===== src/rtl/delay_cal_pkg.sv =====
// Shared definitions for the delay tap calibrator: FSM encoding, default tap width,
// error-counter width and the window-centre helper.
package delay_cal_pkg;

    localparam int TAP_WIDTH_DEFAULT = 9;
    localparam int ERR_WIDTH         = 8;

    typedef logic [TAP_WIDTH_DEFAULT-1:0] t_tap;
    typedef logic [2:0]                   t_state;

    localparam t_state ST_IDLE    = 3'd0;
    localparam t_state ST_LOAD    = 3'd1;
    localparam t_state ST_SETTLE  = 3'd2;
    localparam t_state ST_SAMPLE  = 3'd3;
    localparam t_state ST_EVAL    = 3'd4;
    localparam t_state ST_FINAL   = 3'd5;
    localparam t_state ST_FSETTLE = 3'd6;
    localparam t_state ST_DONE    = 3'd7;

    // Floor centre of a window; an empty window (len 0, start 0) yields tap 0.
    function automatic int unsigned window_centre(input int unsigned start, input int unsigned len);
        return start + (len >> 1);
    endfunction

endpackage


===== src/rtl/delay_tap_calibrator_tracker.sv =====
// Tracks the current run of passing taps and keeps the longest closed run seen so far;
// ties keep the earlier window because replacement needs a strictly longer run.
module eye_window_tracker
    import delay_cal_pkg::*;
#(
    parameter int TAP_WIDTH = TAP_WIDTH_DEFAULT
) (
    input  logic                 clk,
    input  logic                 reset,
    input  logic                 clear,
    input  logic                 eval_valid,
    input  logic                 pass,
    input  logic [TAP_WIDTH-1:0] tap,
    input  logic                 last,
    output logic [TAP_WIDTH-1:0] best_start,
    output logic [TAP_WIDTH:0]   best_len
);

    logic [TAP_WIDTH-1:0] cur_start_reg;
    logic [TAP_WIDTH:0]   cur_len_reg;
    logic [TAP_WIDTH-1:0] best_start_reg;
    logic [TAP_WIDTH:0]   best_len_reg;

    logic [TAP_WIDTH-1:0] run_start;
    logic [TAP_WIDTH:0]   run_len;
    logic                 closing;
    logic [TAP_WIDTH-1:0] closed_start;
    logic [TAP_WIDTH:0]   closed_len;

    always_comb begin
        run_start    = (cur_len_reg == '0) ? tap : cur_start_reg;
        run_len      = cur_len_reg + {{TAP_WIDTH{1'b0}}, 1'b1};
        // A pass on the last tap closes the run too: no wrap-around to tap 0.
        closing      = eval_valid && (!pass || last);
        closed_start = pass ? run_start : cur_start_reg;
        closed_len   = pass ? run_len : cur_len_reg;
    end

    always_ff @(posedge clk) begin
        if (reset || clear) begin
            cur_start_reg  <= '0;
            cur_len_reg    <= '0;
            best_start_reg <= '0;
            best_len_reg   <= '0;
        end else if (eval_valid) begin
            if (closing) begin
                cur_start_reg <= '0;
                cur_len_reg   <= '0;
                if (closed_len > best_len_reg) begin
                    best_start_reg <= closed_start;
                    best_len_reg   <= closed_len;
                end
            end else begin
                cur_start_reg <= run_start;
                cur_len_reg   <= run_len;
            end
        end
    end

    assign best_start = best_start_reg;
    assign best_len   = best_len_reg;

endmodule


===== src/rtl/delay_tap_calibrator.sv =====
// Sweeps every tap of a cascaded delay line, scores each against the training bit,
// then loads the centre of the longest passing window.
module delay_tap_calibrator
    import delay_cal_pkg::*;
#(
    parameter int TAP_WIDTH     = TAP_WIDTH_DEFAULT,
    parameter int MAX_TAP       = 511,
    parameter int SETTLE_CYCLES = 16,
    parameter int SAMPLE_CYCLES = 64,
    parameter int ERR_THRESHOLD = 0
) (
    input  logic                 clk,
    input  logic                 reset,
    input  logic                 cal_start,
    input  logic                 data_sample,
    input  logic                 expected_bit,
    output logic                 delay_load,
    output logic [TAP_WIDTH-1:0] delay__value,
    output logic                 cal_busy,
    output logic                 cal_done,
    output logic                 cal_fail,
    output logic [TAP_WIDTH-1:0] eye_start,
    output logic [TAP_WIDTH:0]   eye_width
);

    localparam int CNT_MAX = (SETTLE_CYCLES > SAMPLE_CYCLES) ? SETTLE_CYCLES : SAMPLE_CYCLES;
    localparam int CNT_W   = (CNT_MAX < 2) ? 1 : $clog2(CNT_MAX);
    localparam logic [CNT_W-1:0]     SETTLE_LAST = CNT_W'(SETTLE_CYCLES - 1);
    localparam logic [CNT_W-1:0]     SAMPLE_LAST = CNT_W'(SAMPLE_CYCLES - 1);
    localparam logic [TAP_WIDTH-1:0] LAST_TAP    = TAP_WIDTH'(MAX_TAP);
    localparam logic [ERR_WIDTH-1:0] ERR_LIMIT   =
        ERR_WIDTH'((ERR_THRESHOLD > 255) ? 255 : ERR_THRESHOLD);

    t_state               state_reg;
    t_state               state_next;
    logic [TAP_WIDTH-1:0] tap_reg;
    logic [CNT_W-1:0]     cnt_reg;
    logic [ERR_WIDTH-1:0] err_reg;
    logic [TAP_WIDTH-1:0] hold_value_reg;
    logic                 fail_reg;
    logic [TAP_WIDTH-1:0] eye_start_reg;
    logic [TAP_WIDTH:0]   eye_width_reg;

    logic                 at_last_tap;
    logic                 tap_pass;
    logic                 eval_valid;
    logic                 accept;
    logic [TAP_WIDTH-1:0] best_start;
    logic [TAP_WIDTH:0]   best_len;
    logic [TAP_WIDTH-1:0] centre;

    assign at_last_tap = (tap_reg == LAST_TAP);
    assign tap_pass    = (err_reg <= ERR_LIMIT);
    assign eval_valid  = (state_reg == ST_EVAL);
    assign accept      = cal_start && ((state_reg == ST_IDLE) || (state_reg == ST_DONE));
    assign centre      = TAP_WIDTH'(window_centre(32'(best_start), 32'(best_len)));

    eye_window_tracker #(
        .TAP_WIDTH (TAP_WIDTH)
    ) u_tracker (
        .clk        (clk),
        .reset      (reset),
        .clear      (accept),
        .eval_valid (eval_valid),
        .pass       (tap_pass),
        .tap        (tap_reg),
        .last       (at_last_tap),
        .best_start (best_start),
        .best_len   (best_len)
    );

    always_comb begin
        state_next = state_reg;
        case (state_reg)
            ST_IDLE, ST_DONE: if (cal_start) state_next = ST_LOAD;
            ST_LOAD:          state_next = ST_SETTLE;
            ST_SETTLE:        if (cnt_reg == SETTLE_LAST) state_next = ST_SAMPLE;
            ST_SAMPLE:        if (cnt_reg == SAMPLE_LAST) state_next = ST_EVAL;
            ST_EVAL:          state_next = at_last_tap ? ST_FINAL : ST_LOAD;
            ST_FINAL:         state_next = ST_FSETTLE;
            ST_FSETTLE:       if (cnt_reg == SETTLE_LAST) state_next = ST_DONE;
            default:          state_next = ST_IDLE;
        endcase
    end

    always_ff @(posedge clk) begin
        if (reset) begin
            state_reg      <= ST_IDLE;
            tap_reg        <= '0;
            cnt_reg        <= '0;
            err_reg        <= '0;
            hold_value_reg <= '0;
            fail_reg       <= 1'b0;
            eye_start_reg  <= '0;
            eye_width_reg  <= '0;
        end else begin
            state_reg <= state_next;
            case (state_reg)
                ST_IDLE, ST_DONE: begin
                    if (cal_start) begin
                        tap_reg  <= '0;
                        fail_reg <= 1'b0;
                    end
                end
                ST_LOAD: begin
                    hold_value_reg <= tap_reg;
                    cnt_reg        <= '0;
                    err_reg        <= '0;
                end
                ST_SETTLE, ST_FSETTLE: begin
                    cnt_reg <= (cnt_reg == SETTLE_LAST) ? '0
                             : cnt_reg + {{(CNT_W-1){1'b0}}, 1'b1};
                end
                ST_SAMPLE: begin
                    cnt_reg <= (cnt_reg == SAMPLE_LAST) ? '0
                             : cnt_reg + {{(CNT_W-1){1'b0}}, 1'b1};
                    if ((data_sample != expected_bit) && (err_reg != '1))
                        err_reg <= err_reg + 8'd1;
                end
                ST_EVAL: begin
                    if (!at_last_tap)
                        tap_reg <= tap_reg + {{(TAP_WIDTH-1){1'b0}}, 1'b1};
                end
                ST_FINAL: begin
                    hold_value_reg <= centre;
                    cnt_reg        <= '0;
                    fail_reg       <= (best_len == '0);
                    eye_start_reg  <= (best_len == '0) ? '0 : best_start;
                    eye_width_reg  <= best_len;
                end
                default: ;
            endcase
        end
    end

    // The strobe cycle drives the fresh value directly; afterwards the held copy keeps it stable.
    always_comb begin
        delay__value = hold_value_reg;
        if (state_reg == ST_LOAD)
            delay__value = tap_reg;
        else if (state_reg == ST_FINAL)
            delay__value = centre;
    end

    assign delay_load = (state_reg == ST_LOAD) || (state_reg == ST_FINAL);
    assign cal_busy   = (state_reg != ST_IDLE) && (state_reg != ST_DONE);
    assign cal_done   = (state_reg == ST_DONE);
    assign cal_fail   = fail_reg;
    assign eye_start  = eye_start_reg;
    assign eye_width  = eye_width_reg;

endmodule

===== config.mk =====
export PLATFORM = sky130hd
export DESIGN_NAME = delay_tap_calibrator
export DESIGN_NICKNAME = d
export VERILOG_FILES = /design/src/rtl/delay_cal_pkg.sv /design/src/rtl/delay_tap_calibrator_tracker.sv /design/src/rtl/delay_tap_calibrator.sv
export SDC_FILE = /design/constraint.sdc
export NUM_CORES = 1
export LEC_CHECK = 0
export CAP_MARGIN = 0
export CORE_MARGIN = 5
export CORE_UTILIZATION = 40
export CTS_BUF_LIST = sky130_fd_sc_hd__clkbuf_8
export DETAILED_ROUTE_END_ITERATION = 6
export PLACE_DENSITY = 0.69
export SLEW_MARGIN = 25
export SYNTH_ARGS = -nofsm -noshare
export SYNTH_HDL_FRONTEND = slang
export SYNTH_SLANG_ARGS = --single-unit

===== constraint.sdc =====
create_clock -name clk -period 10 [get_ports clk]
set_clock_uncertainty 0.15 [all_clocks]
set_input_delay 1 -clock clk [delete_from_list [all_inputs] [get_ports clk]]
set_output_delay 1 -clock clk [all_outputs]
set_load 0.005 [all_outputs]

# Word-level counts from Yosys, hierarchy flattened
# Index checks and enable logic that the tools add are counted.
word_totals:
  out_inout_bits: 32
  elab_cells: 89
  regBits: 93
op_classes:
  magnitude_cmp: 2
  n_reduce_logical: 26
  muxes: 25
  addsub: 5
  eq_ne: 19
ops:
  columns: ["cell", "n"]
  rows:
  - ["9-bit 2-to-1 mux", 8]
  - ["9-bit case mux with 2 select lines", 2]
  - ["3-bit case mux with 7 select lines", 1]
  - ["10-bit zero test", 2]
  - ["10-bit 2-to-1 mux", 2]
  - ["6-bit case mux with 3 select lines", 1]
  - ["8-bit case mux with 2 select lines", 1]
  - ["3-bit 2-to-1 mux", 5]
  - ["3-bit == test (second input constant)", 4]
  - ["6-bit 2-to-1 mux", 2]
  - ["2-bit inequality test (second input constant)", 6]
  - ["10-bit by 1-bit adder with 10-bit output (second input constant)", 1]
  - ["10-bit greater-than comparator", 1]
  - ["9-bit by 1-bit adder with 9-bit output (second input constant)", 1]
  - ["9-bit adder", 1]
  - ["9-bit == test (second input constant)", 1]
  - ["8-bit by 1-bit adder with 8-bit output (second input constant)", 1]
  - ["8-bit by 1-bit less-or-equal comparator with 1-bit output (second input constant)", 1]
  - ["8-bit 2-to-1 mux", 1]
  - ["8-bit inequality test (second input constant)", 1]
  - ["2-bit nonzero test", 4]
  - ["6-bit by 1-bit adder with 6-bit output (second input constant)", 1]
  - ["3-bit by 2-bit == test with 1-bit output (second input constant)", 2]
  - ["6-bit by 4-bit == test with 1-bit output (second input constant)", 1]
  - ["15 further kinds", 26]

# Depth between registers and ports, before layout
# Gate-level depths: netlist of the first run.
depth:
  word_depth: 5
  depth_mapped: 14
  ltp_nobuf: 12

# Hierarchy
# Synthesis of the first run repeated with hierarchy kept, for this count alone.
unflattened:
  hier_cells: 617
  hier_area_um2: 5217.5
modules_own_cells:
  columns: ["module", "seq_area_each_um2", "area_per_inst_um2", "n_inst", "cells_each"]
  rows:
  - ["delay_tap_calibrator", 1101.1, 3039.2, 1, 369]
  - ["eye_window_tracker", 760.7, 2178.3, 1, 248]

# Least setup slack after synthesis of the first run
# Ideal clock, no wire load.
synth_path:
  path_type: "reg-to-reg"
  from: "register err_reg[0]"
  to: "register u_tracker.best_len_reg[0], in the netlist u_tracker.best_len[0]"
  setup_ns: 0.086
  t_required_ns: 9.764
  stages_incl_launch_ff: 13
  period_less_slack_ns: 3.197
  n_path_buf: 1
  arrival_ns: 2.962
  path_slack_ns: 6.803
  path_cell_list: "dfxtp_1 -> inv_1 -> ha_1 -> nor4b_4 -> nand2_1 -> mux2_2 -> ha_1 -> nand2b_1 -> a211oi_1 -> a2111o_1 -> clkbuf_1 -> a21oi_1 -> a211oi_1"
synth_via:
  word_cells_on_any_way: 7
  cone_classes: "2 x order compare; 1 x mux; 4 x reduce/logical"
synth_lines:
  columns: ["element", "line_no", "rtl"]
  rows:
  - ["start: declaration", "delay_tap_calibrator.sv:38", "logic [ERR_WIDTH-1:0] err_reg;"]
  - ["start signal: assignment", "delay_tap_calibrator.sv:118", "err_reg <= err_reg + 8'd1;"]
  - ["8-bit by 1-bit less-or-equal comparator with 1-bit output", "delay_tap_calibrator.sv:53", "assign tap_pass = (err_reg <= ERR_LIMIT);"]
  - ["10-bit 2-to-1 mux", "delay_tap_calibrator_tracker.sv:36", "closed_len = pass ? run_len : cur_len_reg;"]
  - ["net u_tracker.closed_len[1]", "delay_tap_calibrator_tracker.sv:28", "logic [TAP_WIDTH:0] closed_len;"]
  - ["10-bit greater-than comparator", "delay_tap_calibrator_tracker.sv:49", "if (closed_len > best_len_reg) begin"]
  - ["3-bit AND reduction (no line)", null, null]
  - ["end signal: assignment", "delay_tap_calibrator_tracker.sv:51", "best_len_reg <= closed_len;"]
  - ["end: declaration", "delay_tap_calibrator_tracker.sv:22", "logic [TAP_WIDTH:0] best_len_reg;"]
# The timed path passes the listed nets, and every way through them passes these cells.
# A chain may end at the register's enable or synchronous reset.

# Final worst setup path of the first run
layout_path:
  from: "register u_tracker.best_len_reg[1], in the netlist u_tracker.best_len[1]"
  to: "output port delay__value[8]"
layout_via:
  elab_chain_len: 3
layout_lines:
  columns: ["element", "line_no", "rtl"]
  rows:
  - ["9-bit adder", "delay_cal_pkg.sv:22", "return start + (len >> 1);"]
  - ["9-bit 2-to-1 mux", "delay_tap_calibrator.sv:141", "else if (state_reg == ST_FINAL)"]
  - ["9-bit 2-to-1 mux", "delay_tap_calibrator.sv:139", "if (state_reg == ST_LOAD)"]
  - ["end: declaration", "delay_tap_calibrator.sv:18", "output logic [TAP_WIDTH-1:0] delay__value,"]
# Every way passes these cells.

==> impl_results.md, run 1 <==
- Ant diodes: 0
- FMAX: 242 MHz
- Area growth, synth to finish: 12.2%
- Io pins: 37
- NumNets Final: 690
- CP startpoint kind: flop
- Final wirelength: 13.3 mm
- First-pass GRT wire length: 21.7 mm
- Post-synthesis cell area: 5340 sq um
- Hold buffer count at cts: 0
- Cts bufs inserted: 9
- Post-Place Worst Slack: 6.04 ns
- Number of global-route vias before repair: 4404
- Crit path buffers/inverters: 1
- Chip Width: 126 microns
- Slew headroom: 37.6%
- DRC errors left: 0
- DR vias/cell: 5.62
- Setup bufs post-CTS: 0
- EDFF count, synth: 0
- Clock Sink Count: 93
- Critical Path, Cell by Cell: ha_1 -> fa_1 -> a211o_1 -> a21o_1 -> a31o_2 -> xnor2_1 -> o221ai_1 -> clkdlybuf4s50_1
- CTS tree: yes
- Initial core utilization: 40.5%
- CP Class: flop to primary output
- Min cycle time layout: 4.13 ns
- PwrDens: 175 nW/um^2
- Worst skew pair latency: 0.38 ns
- Total Routing Usage GR: 16.7%
- Top_reg_cell synth: dfxtp_1
- Via Count: 4690
- Slowest CP cell: clkdlybuf4s50_1
- Gr ovfl total: 0
- PnR worst setup slack: 5.87 ns
- Layout cells sized above 1: 6.53%
- Status: finished clean
- Final hold vios: 0
- Final setup viols: 0
- Met3 usage: 4.86%
- Worst-margin pin slew: 0.924 ns
- GP Congestion: 0.884
- Crit-path max FO: 4
- Post-DP HPWL: 9.75 mm
- RSZ-0062 raised after global routing: no
- GR Util met1: 21.2%
- Max-Cap Viols: 0
- Row count: 42
- Mapped Nets: 678
- Post-synth cell types: 69
- CTS clk-pin slew, worst paths: 0.09 ns
- Seq cells post-synth: 93
- WL per Instance: 15.9 microns
- Total leakage power: 2.14 nW
- Core area: 13200 sq um
- Critical path required time: 8.85 ns
- Syn. warnings: 0
- Worst path arrival time: 2.98 ns
- Fin crit share: 41.3%
- DR iter-0 viols: 371
- Setup tns final: 0 ns
- IO Port Bufs: 36
- Cells after Synth: 641
- Syn Area/Cell: 8.33 sq um
- Max stage delay on crit path: 0.54 ns
- GR Util met2: 27.5%
- Most frequent cells in the layout: dfxtp_1 (93), nand2_1 (77), a21oi_1 (62)
- Slew Limit Fails: 0
- Routed Antenna Nets: 0
- Busiest grt layer: met2
- Initial DRT Pass Iterations: 4
- Maximum VDD drop: 0.0733 mV
- Leading cell type in the layout, fill and taps excluded: dfxtp_1
- Seq/Total Area, Yosys: 34.9%
- Die Height: 126 microns
- Die ar.: 15800 sq um
- Pin count of the biggest net entering global routing: 37
- Ys async rst share: 0%
- Post-CTS sizing: 0
- Nature of the critical path endpoint: primary output
- H-tree levels: 3
- CP top delay family: compound AO/OA/AOI/OAI gates
- Max Buffers Root-to-Sink: 2
- Number of antenna violations at the first check in global routing: 0
- Root buf cell: clkbuf_8
- HP Class: flop to flop
cell families after synthesis:
kind of cell    after synthesis  synth area share [%]
mux                          22                  4.22
xor+xnor                     32                  5.25
simple gates                238                  23.3
flops                        93                  34.9
fa+ha+maj                    32                  7.64
compound gates              162                  19.8
buf+inv                      62                  4.99
power breakdown:
group          switching (mW)  internal [mW]  total (mW)
Clock                   0.143          0.143       0.286
Combinational           0.206          0.141       0.347
Sequential             0.0228          0.390       0.413
Total                   0.372          0.675        1.05
synthesized netlist by cell type (5+ instances only):
master	n	area (sq um)
and4_1	5	43.8
nor2b_1	5	31.3
o21ai_0	20	100
buf_2	7	35.0
dfxtp_1	93	1860
mux2i_1	18	180
a311oi_1	5	43.8
clkbuf_1	22	82.6
xor2_1	6	52.6
nand2_1	78	293
a22oi_1	9	67.6
inv_1	23	86.3
nand3_1	16	80.1
ha_1	31	388
a21o_1	6	45.0
a21oi_1	62	310
xnor2_1	26	228
nor2_1	53	199
nand3b_1	6	45.0
nor3_1	16	80.1
nand4_1	13	81.3
or3_1	9	56.3
and3_1	6	37.5
a211oi_1	23	173
layout make-up:
cell class | count | area [sq um]
Timing Repair Buffer | 39 | 383
Inverter | 24 | 90.1
Fill cell | 1273 | 7200
Sequential cell | 93 | 1860
Clock inverter | 7 | 97.6
Multi-Input combinational cell | 486 | 3220
Tap cell | 176 | 220
Clock buffer | 9 | 124
per-layer routing:
metal  vias to the layer above  routed length [microns]
li1                       2326                        -
met1                      2219                     5950
met2                       124                     6280
met3                        21                      767
met4                         0                      274
met5                         -                        0
worst register-to-register path, stage by stage (launching register included):
cell and delay [ns]:
dfxtp_1 0.35, inv_1 0.07, ha_1 0.16, nor4b_4 0.42
nand2_1 0.32, nor2_1 0.20, xor2_1 0.26, ha_1 0.20
nand4_1 0.13, a211oi_1 0.45, a2111o_1 0.44, nand2_1 0.24
a211oi_1 0.28
metrics by stage:
step	std cells	hold WS (ns)	total power, mW	cell area, sq um	utilization (%)
3_5_place_dp	818	0.301	0.766	5770	43.7
3_3_place_gp	818	0.296	0.759	5770	43.7
4_1_cts	834	0.315	1.05	5990	45.4
2_1_floorplan	641	0.299	0.665	5340	-
5_1_grt	834	0.329	1.11	5990	45.4
6_report	834	0.311	1.05	5990	45.4
worst paths after layout:
check / slack (ns) / end / cells after the start / start
hold / removal: 0.31 / eye_start[7]$_SDFFE_PP0P_ / 2 / eye_start[7]$_SDFFE_PP0P_
hold reg to reg: 0.31 / eye_start[7]$_SDFFE_PP0P_ / 2 / eye_start[7]$_SDFFE_PP0P_
setup / recovery: 5.87 / delay__value[8] / 8 / u_tracker.best_len[1]$_SDFFE_PP0P_
setup reg to reg: 6.26 / u_tracker.best_len[4]$_SDFFE_PP0P_ / 12 / err_reg[0]$_SDFFE_PP0P_
Note: power is estimated with default switching activity, not from simulation.
==> inputs of run 2 (changes only) <==
Settings changed: PLACE_DENSITY 0.69 to 0.71.
Clock period 10 ns to 3.7 ns, I/O delays scaled along.
==> impl_results.md, run 2 (synthesis results as in run 1) <==
- Reg2reg setup slack: 0.26 ns (-6.00 ns)
- Root buf cell: clkbuf_8
- Max-Cap Viols: 0 (unchanged)
- Hold path startpoint: eye_width[9]$_SDFFE_PP0P_
- DR vias/cell: 5.65 (+0.42%)
- Chip Width: 126 microns (unchanged)
- Slew headroom: 37.4% (-0.19 points)
- Fin crit share: 94.6%
- Io pins: 37 (unchanged)
- Die Height: 126 microns (unchanged)
- Gr ovfl total: 0 (unchanged)
- Maximum VDD drop: 0.249 mV (+240%)
- Initial core utilization: 40.5% (unchanged)
- Die ar.: 15800 sq um (unchanged)
- NumNets Final: 698 (+1.2%)
- CTS clk-pin slew, worst paths: 0.09 ns (about the same)
- Core area: 13200 sq um (unchanged)
- CP startpoint kind: flop
- Final hold vios: 0 (unchanged)
- Nature of the critical path endpoint: primary output
- Via Count: 4755 (+1.4%)
- Min cycle time layout: 3.50 ns
- Max stage delay on crit path: 0.54 ns (about the same)
- Max Buffers Root-to-Sink: 2 (unchanged)
- Status: finished clean
- Cts bufs inserted: 9 (unchanged)
- Setup tns final: 0 ns (unchanged)
- Routed Antenna Nets: 0 (unchanged)
- First-pass GRT wire length: 22.5 mm (+3.3%)
- Final setup viols: 0 (unchanged)
- Filler Cell Count: 1288 (+1.2%)
- Multi-input gate area: 3220 sq um (about the same)
- Post-DP HPWL: 10.0 mm (+2.8%)
- Number of antenna violations at the first check in global routing: 0 (unchanged)
- DR iter-0 viols: 351 (-5.4%)
- Most frequent cells in the layout: dfxtp_1 (93), nand2_1 (78), a21oi_1 (62)
- Slowest CP cell: clkdlybuf4s50_1
- Area growth, synth to finish: 13.3%
- Critical path required time: 3.18 ns (-5.67 ns)
- PwrDens: 466 nW/um^2 (+170%)
- Ant diodes: 0 (unchanged)
- Clock Sink Count: 93 (unchanged)
- CTS tree: yes
- Worst path arrival time: 2.98 ns (about the same)
- FMAX: 286 MHz
- Leading cell type in the layout, fill and taps excluded: dfxtp_1
- Register area: 1860 sq um (unchanged)
- CP Class: flop to primary output
- Util after Layout: 45.9% (+0.44 points)
- RSZ-0062 raised after global routing: no
- Worst R2R End: u_tracker.best_len[2]$_SDFFE_PP0P_
- Total leakage power: 2.17 nW (+1.5%)
- Final wirelength: 13.3 mm (-0.15%)
- Slew Limit Fails: 0 (unchanged)
- WL per Instance: 15.7 microns (-1.1%)
- HP Class: flop to flop
- Layout cells sized above 1: 7.51% (+0.97 points)
- RR Startpoint: err_reg[0]$_SDFFE_PP0P_
- Worst-margin pin slew: 0.927 ns (+0.00277 ns)
- Worst R2R Path Depth: 11 (-1)
- DRC errors left: 0 (unchanged)
- H-tree levels: 3 (unchanged)
- IO Port Bufs: 36 (unchanged)
- Crit-path max FO: 3 (-1)
- Hold depth: 2 (unchanged)
- Critical Path, Cell by Cell: ha_1 -> fa_1 -> a211o_1 -> a21o_1 -> a31o_2 -> xnor2_1 -> o221ai_1 -> clkdlybuf4s50_1
- Number of global-route vias before repair: 4714 (+7.0%)
- Row count: 42 (unchanged)
- Initial DRT Pass Iterations: 5 (+1)
- Pin count of the biggest net entering global routing: 34 (-8.1%)
- Total Routing Usage GR: 17.0% (+0.26 points)
- Worst skew pair latency: 0.37 ns (about the same)
- Hold EP: eye_width[9]$_SDFFE_PP0P_
- GP Congestion: 0.893 (+1.1%)
## run 2: routing by layer
layer / global-route usage, % / part of all wire [%] / wire length (microns) / vias up
met2: 28.9 / 49 / 6480 / 126
met5: 0 / 0 / 0 / -
met4: 6.76 / 2.3 / 306 / 0
li1: - / - / - / 2339
met1: 20.6 / 43 / 5750 / 2269
met3: 4.01 / 5.4 / 722 / 21
## run 2: how the worst max path moves through the flow
stage | startpoint | end | slack (ns) | cells after the start
global placement | err_reg[0]$_SDFFE_PP0P_ | u_tracker.best_len[0]$_SDFFE_PP0P_ | 0.40 | 12
CTS | u_tracker.best_len[1]$_SDFFE_PP0P_ | delay__value[8] | 0.17 | 8
floorplan | err_reg[0]$_SDFFE_PP0P_ | u_tracker.best_len[0]$_SDFFE_PP0P_ | 0.50 | 12
detailed placement | err_reg[0]$_SDFFE_PP0P_ | u_tracker.best_len[1]$_SDFFE_PP0P_ | 0.28 | 11
finish | u_tracker.best_start[0]$_SDFFE_PP0P_ | delay__value[8] | 0.20 | 8
global route | err_reg[0]$_SDFFE_PP0P_ | u_tracker.best_len[2]$_SDFFE_PP0P_ | 0.01 | 12
## run 2: what timing repair did
action,in CTS,in global routing
buffers inserted,0,0
gates resized for setup,0,1
endpoints found under the setup margin,0,1
hold buffers,0,0
## run 2: report_power, final
part / internal [mW] / switching, mW
Combinational: 0.402 / 0.566
Sequential: 1.06 / 0.0599
Clock: 0.370 / 0.369
## run 2: critical path: cells and delay by family, from the launching register on
kind,cells,cell delay (ns)
AOI/OAI and AO/OA,4,0.90
xor gates and xnor gates,1,0.14
adders and majority gates,2,0.67
buffers and inverters,1,0.54
DFF,1,0.35
## run 2: cell type report
cell class              instances  share of cell area [%]
clock inverters                 4                   0.868
multi-input cells             486                    53.2
well taps                     176                    3.64
repair buffers                 47                    7.32
clock buffers                  12                    2.73
inverters                      24                    1.49
flip-flops and latches         93                    30.8
## run 2: per-stage QoR
| step | area (sq um) | setup WS, ns | cells | power (mW) | hold slack, ns |
|---|---|---|---|---|---|
| after global routing | 6050 | 0.0142 | 842 | 2.99 | 0.337 |
| after floorplan | 5340 | 0.503 | 641 | 1.80 | 0.299 |
| after global placement | 5830 | 0.398 | 826 | 2.07 | 0.295 |
| after CTS | 6050 | 0.167 | 842 | 2.84 | 0.314 |
| final | 6050 | 0.201 | 842 | 2.82 | 0.312 |
| after detailed placement | 5830 | 0.279 | 826 | 2.10 | 0.301 |
==> inputs of run 3 (changes only) <==
Settings changed: RECOVER_POWER from default to 50.
==> impl_results.md, run 3 (synthesis results as in run 1) <==
- Critical path required time: 3.18 ns (about the same)
- Nature of the critical path endpoint: primary output
- Chip Width: 126 microns (unchanged)
- Critical Path, Cell by Cell: ha_1 -> fa_1 -> a211o_1 -> a21o_1 -> a31o_2 -> xnor2_1 -> o221ai_1 -> clkdlybuf4s50_1
- Number of antenna violations at the first check in global routing: 0 (unchanged)
- Total Routing Usage GR: 17.0% (unchanged)
- Pin count of the biggest net entering global routing: 34 (unchanged)
- Number of global-route vias before repair: 4714 (unchanged)
- Worst R2R End: u_tracker.best_len[2]$_SDFFE_PP0P_
- Max-Cap Viols: 0 (unchanged)
- Io pins: 37 (unchanged)
- DRC errors left: 0 (unchanged)
- Die ar.: 15800 sq um (unchanged)
- DR iter-0 viols: 315 (-10%)
- RR Startpoint: u_tracker.cur_len_reg[2]$_SDFFE_PP0P_
- Total leakage power: 2.22 nW (+2.5%)
- Area growth, synth to finish: 13.0%
- Worst-margin pin slew: 0.938 ns (+0.0112 ns)
- Switching pwr: 0.995 mW (about the same)
- Beginning of the critical path: u_tracker.best_start[0]$_SDFFE_PP0P_
- GP Congestion: 0.893 (unchanged)
- Leading cell type in the layout, fill and taps excluded: dfxtp_1
- Gate power share: 34.0% (-0.3 points)
- Number of placed instances, taps included: 826 (unchanged)
- Final wirelength: 13.3 mm (+0.26%)
- Via Count: 4737 (-0.38%)
- Row count: 42 (unchanged)
- HP Class: flop to flop
- Worst path arrival time: 2.98 ns (about the same)
- Post-CTS sizing: 0 (unchanged)
- Clk network pwr share: 26.4% (+0.2 points)
- PwrDens: 465 nW/um^2 (-0.22%)
- Final setup viols: 0 (unchanged)
- Core area: 13200 sq um (unchanged)
- Max stage delay on crit path: 0.54 ns (about the same)
- Root buf cell: clkbuf_8
- Setup tns final: 0 ns (unchanged)
- DR vias/cell: 5.63 (-0.38%)
- CP Class: flop to primary output
- FMAX: 285 MHz (-0.15%)
- Min cycle time layout: 3.50 ns (+0.00513 ns)
- Slowest CP cell: clkdlybuf4s50_1
- Initial core utilization: 40.5% (unchanged)
- RSZ-0062 raised after global routing: no
- Filler Cell Count: 1293 (+0.39%)
- Power, Total: 2.81 mW (-0.47%)
- Setup bufs post-CTS: 0 (unchanged)
- Slew Limit Fails: 0 (unchanged)
- CTS clk-pin slew, worst paths: 0.09 ns (about the same)
- Worst skew pair latency: 0.37 ns (about the same)
- NumNets Final: 698 (unchanged)
- WL per Instance: 15.8 microns (+0.26%)
- IO Port Bufs: 36 (unchanged)
- Clock Sink Count: 93 (unchanged)
- First-pass GRT wire length: 22.5 mm (unchanged)
- Cts bufs inserted: 9 (unchanged)
- Reg2reg setup slack: 0.26 ns (about the same)
- Worst Setup EP: delay__value[8]
- Sw Share: 35.4% (+0.15 points)
- Status: finished clean
- Seq pwr share: 39.7% (+0.2 points)
- Worst R2R Path Depth: 10 (-1)
- Maximum VDD drop: 0.236 mV (-5.3%)
- Ant diodes: 0 (unchanged)
- Pint: 1.81 mW (-0.70%)
- Crit-path max FO: 3 (unchanged)
- Initial DRT Pass Iterations: 5 (unchanged)
- Die Height: 126 microns (unchanged)
- Fin Hold WS: 0.309 ns (-0.00381 ns)
- Routed Antenna Nets: 0 (unchanged)
- Most frequent cells in the layout: dfxtp_1 (93), nand2_1 (78), a21oi_1 (62)
- Slew headroom: 36.6% (-0.76 points)
- CP startpoint kind: flop
- Gr ovfl total: 0 (unchanged)
- Final Instance Count excl. Fillers: 842 (unchanged)
- Hold buffer count at cts: 0 (unchanged)
- CTS tree: yes
- Fin crit share: 94.7% (+0.14 points)
- Layout cells sized above 1: 6.76% (-0.75 points)
- H-tree levels: 3 (unchanged)
- Max Buffers Root-to-Sink: 2 (unchanged)
- Post-DP HPWL: 10.0 mm (unchanged)
- Final hold vios: 0 (unchanged)
run 3: cell types whose count changed in the layout (fill, tap and decap cells not counted):
cell and change:
clkdlybuf4s50_1 -20, dlygate4sd3_1 +20, mux2_2 -1, mux2_1 +1, clkbuf_1 +4, and2_1 -1, and2_0 +1, buf_4 -4
run 3: layer usage:
layer	up-vias	GRT usage, %	share of wire [%]
met5	-	0	0
met4	0	6.76	2.4
met3	23	4.01	5.5
met2	118	28.9	49
met1	2256	20.6	43
li1	2340	-	-
run 3: worst min path at each step:
| stage | end | from | cells past startpoint | slack [ns] |
|---|---|---|---|---|
| after floorplan | eye_start[0]$_SDFFE_PP0P_ | u_tracker.best_start[0]$_SDFFE_PP0P_ | 2 | 0.30 |
| after global placement | eye_width[9]$_SDFFE_PP0P_ | eye_width[9]$_SDFFE_PP0P_ | 2 | 0.29 |
| after detailed placement | eye_width[9]$_SDFFE_PP0P_ | eye_width[9]$_SDFFE_PP0P_ | 2 | 0.30 |
| after CTS | eye_width[9]$_SDFFE_PP0P_ | eye_width[9]$_SDFFE_PP0P_ | 2 | 0.31 |
| after global routing | eye_start[4]$_SDFFE_PP0P_ | eye_start[4]$_SDFFE_PP0P_ | 2 | 0.33 |
| final | eye_width[9]$_SDFFE_PP0P_ | eye_width[9]$_SDFFE_PP0P_ | 2 | 0.31 |
run 3: area by class of cell:
class | count | area, sq um | area share, %
clock inverters | 4 | 52.6 | 0.871
clock buffers | 12 | 165 | 2.74
well taps | 176 | 220 | 3.65
inverters | 24 | 90.1 | 1.49
flip-flops and latches | 93 | 1860 | 30.8
multi-input cells | 486 | 3220 | 53.3
repair buffers | 47 | 428 | 7.09
run 3: power groups by stage:
stage | Sequential, mW | Clock, mW | Combinational, mW
after floorplan | 1.12 | 0 | 0.678
after global placement | 1.13 | 0 | 0.940
after detailed placement | 1.14 | 0 | 0.963
after CTS | 1.11 | 0.756 | 0.969
after global routing | 1.12 | 0.800 | 1.05
final | 1.11 | 0.741 | 0.954
run 3: metrics by stage:
| stage | setup slack, ns | utilization, % | area [sq um] |
|---|---|---|---|
| after floorplan | 0.503 | - | 5340 |
| after global placement | 0.398 | 44.2 | 5830 |
| after detailed placement | 0.279 | 44.2 | 5830 |
| after CTS | 0.167 | 45.8 | 6050 |
| after global routing | 0.0142 | 45.8 | 6040 |
| final | 0.196 | 45.8 | 6040 |
run 3: worst max-delay path: cells and delay by family (launching register included):
| family | cells | cell delay [ns] |
|---|---|---|
| AOI/OAI and AO/OA | 4 | 0.90 |
| xor gates and xnor gates | 1 | 0.14 |
| adders and majority gates | 2 | 0.67 |
| buffers and inverters | 1 | 0.54 |
| DFF | 1 | 0.35 |
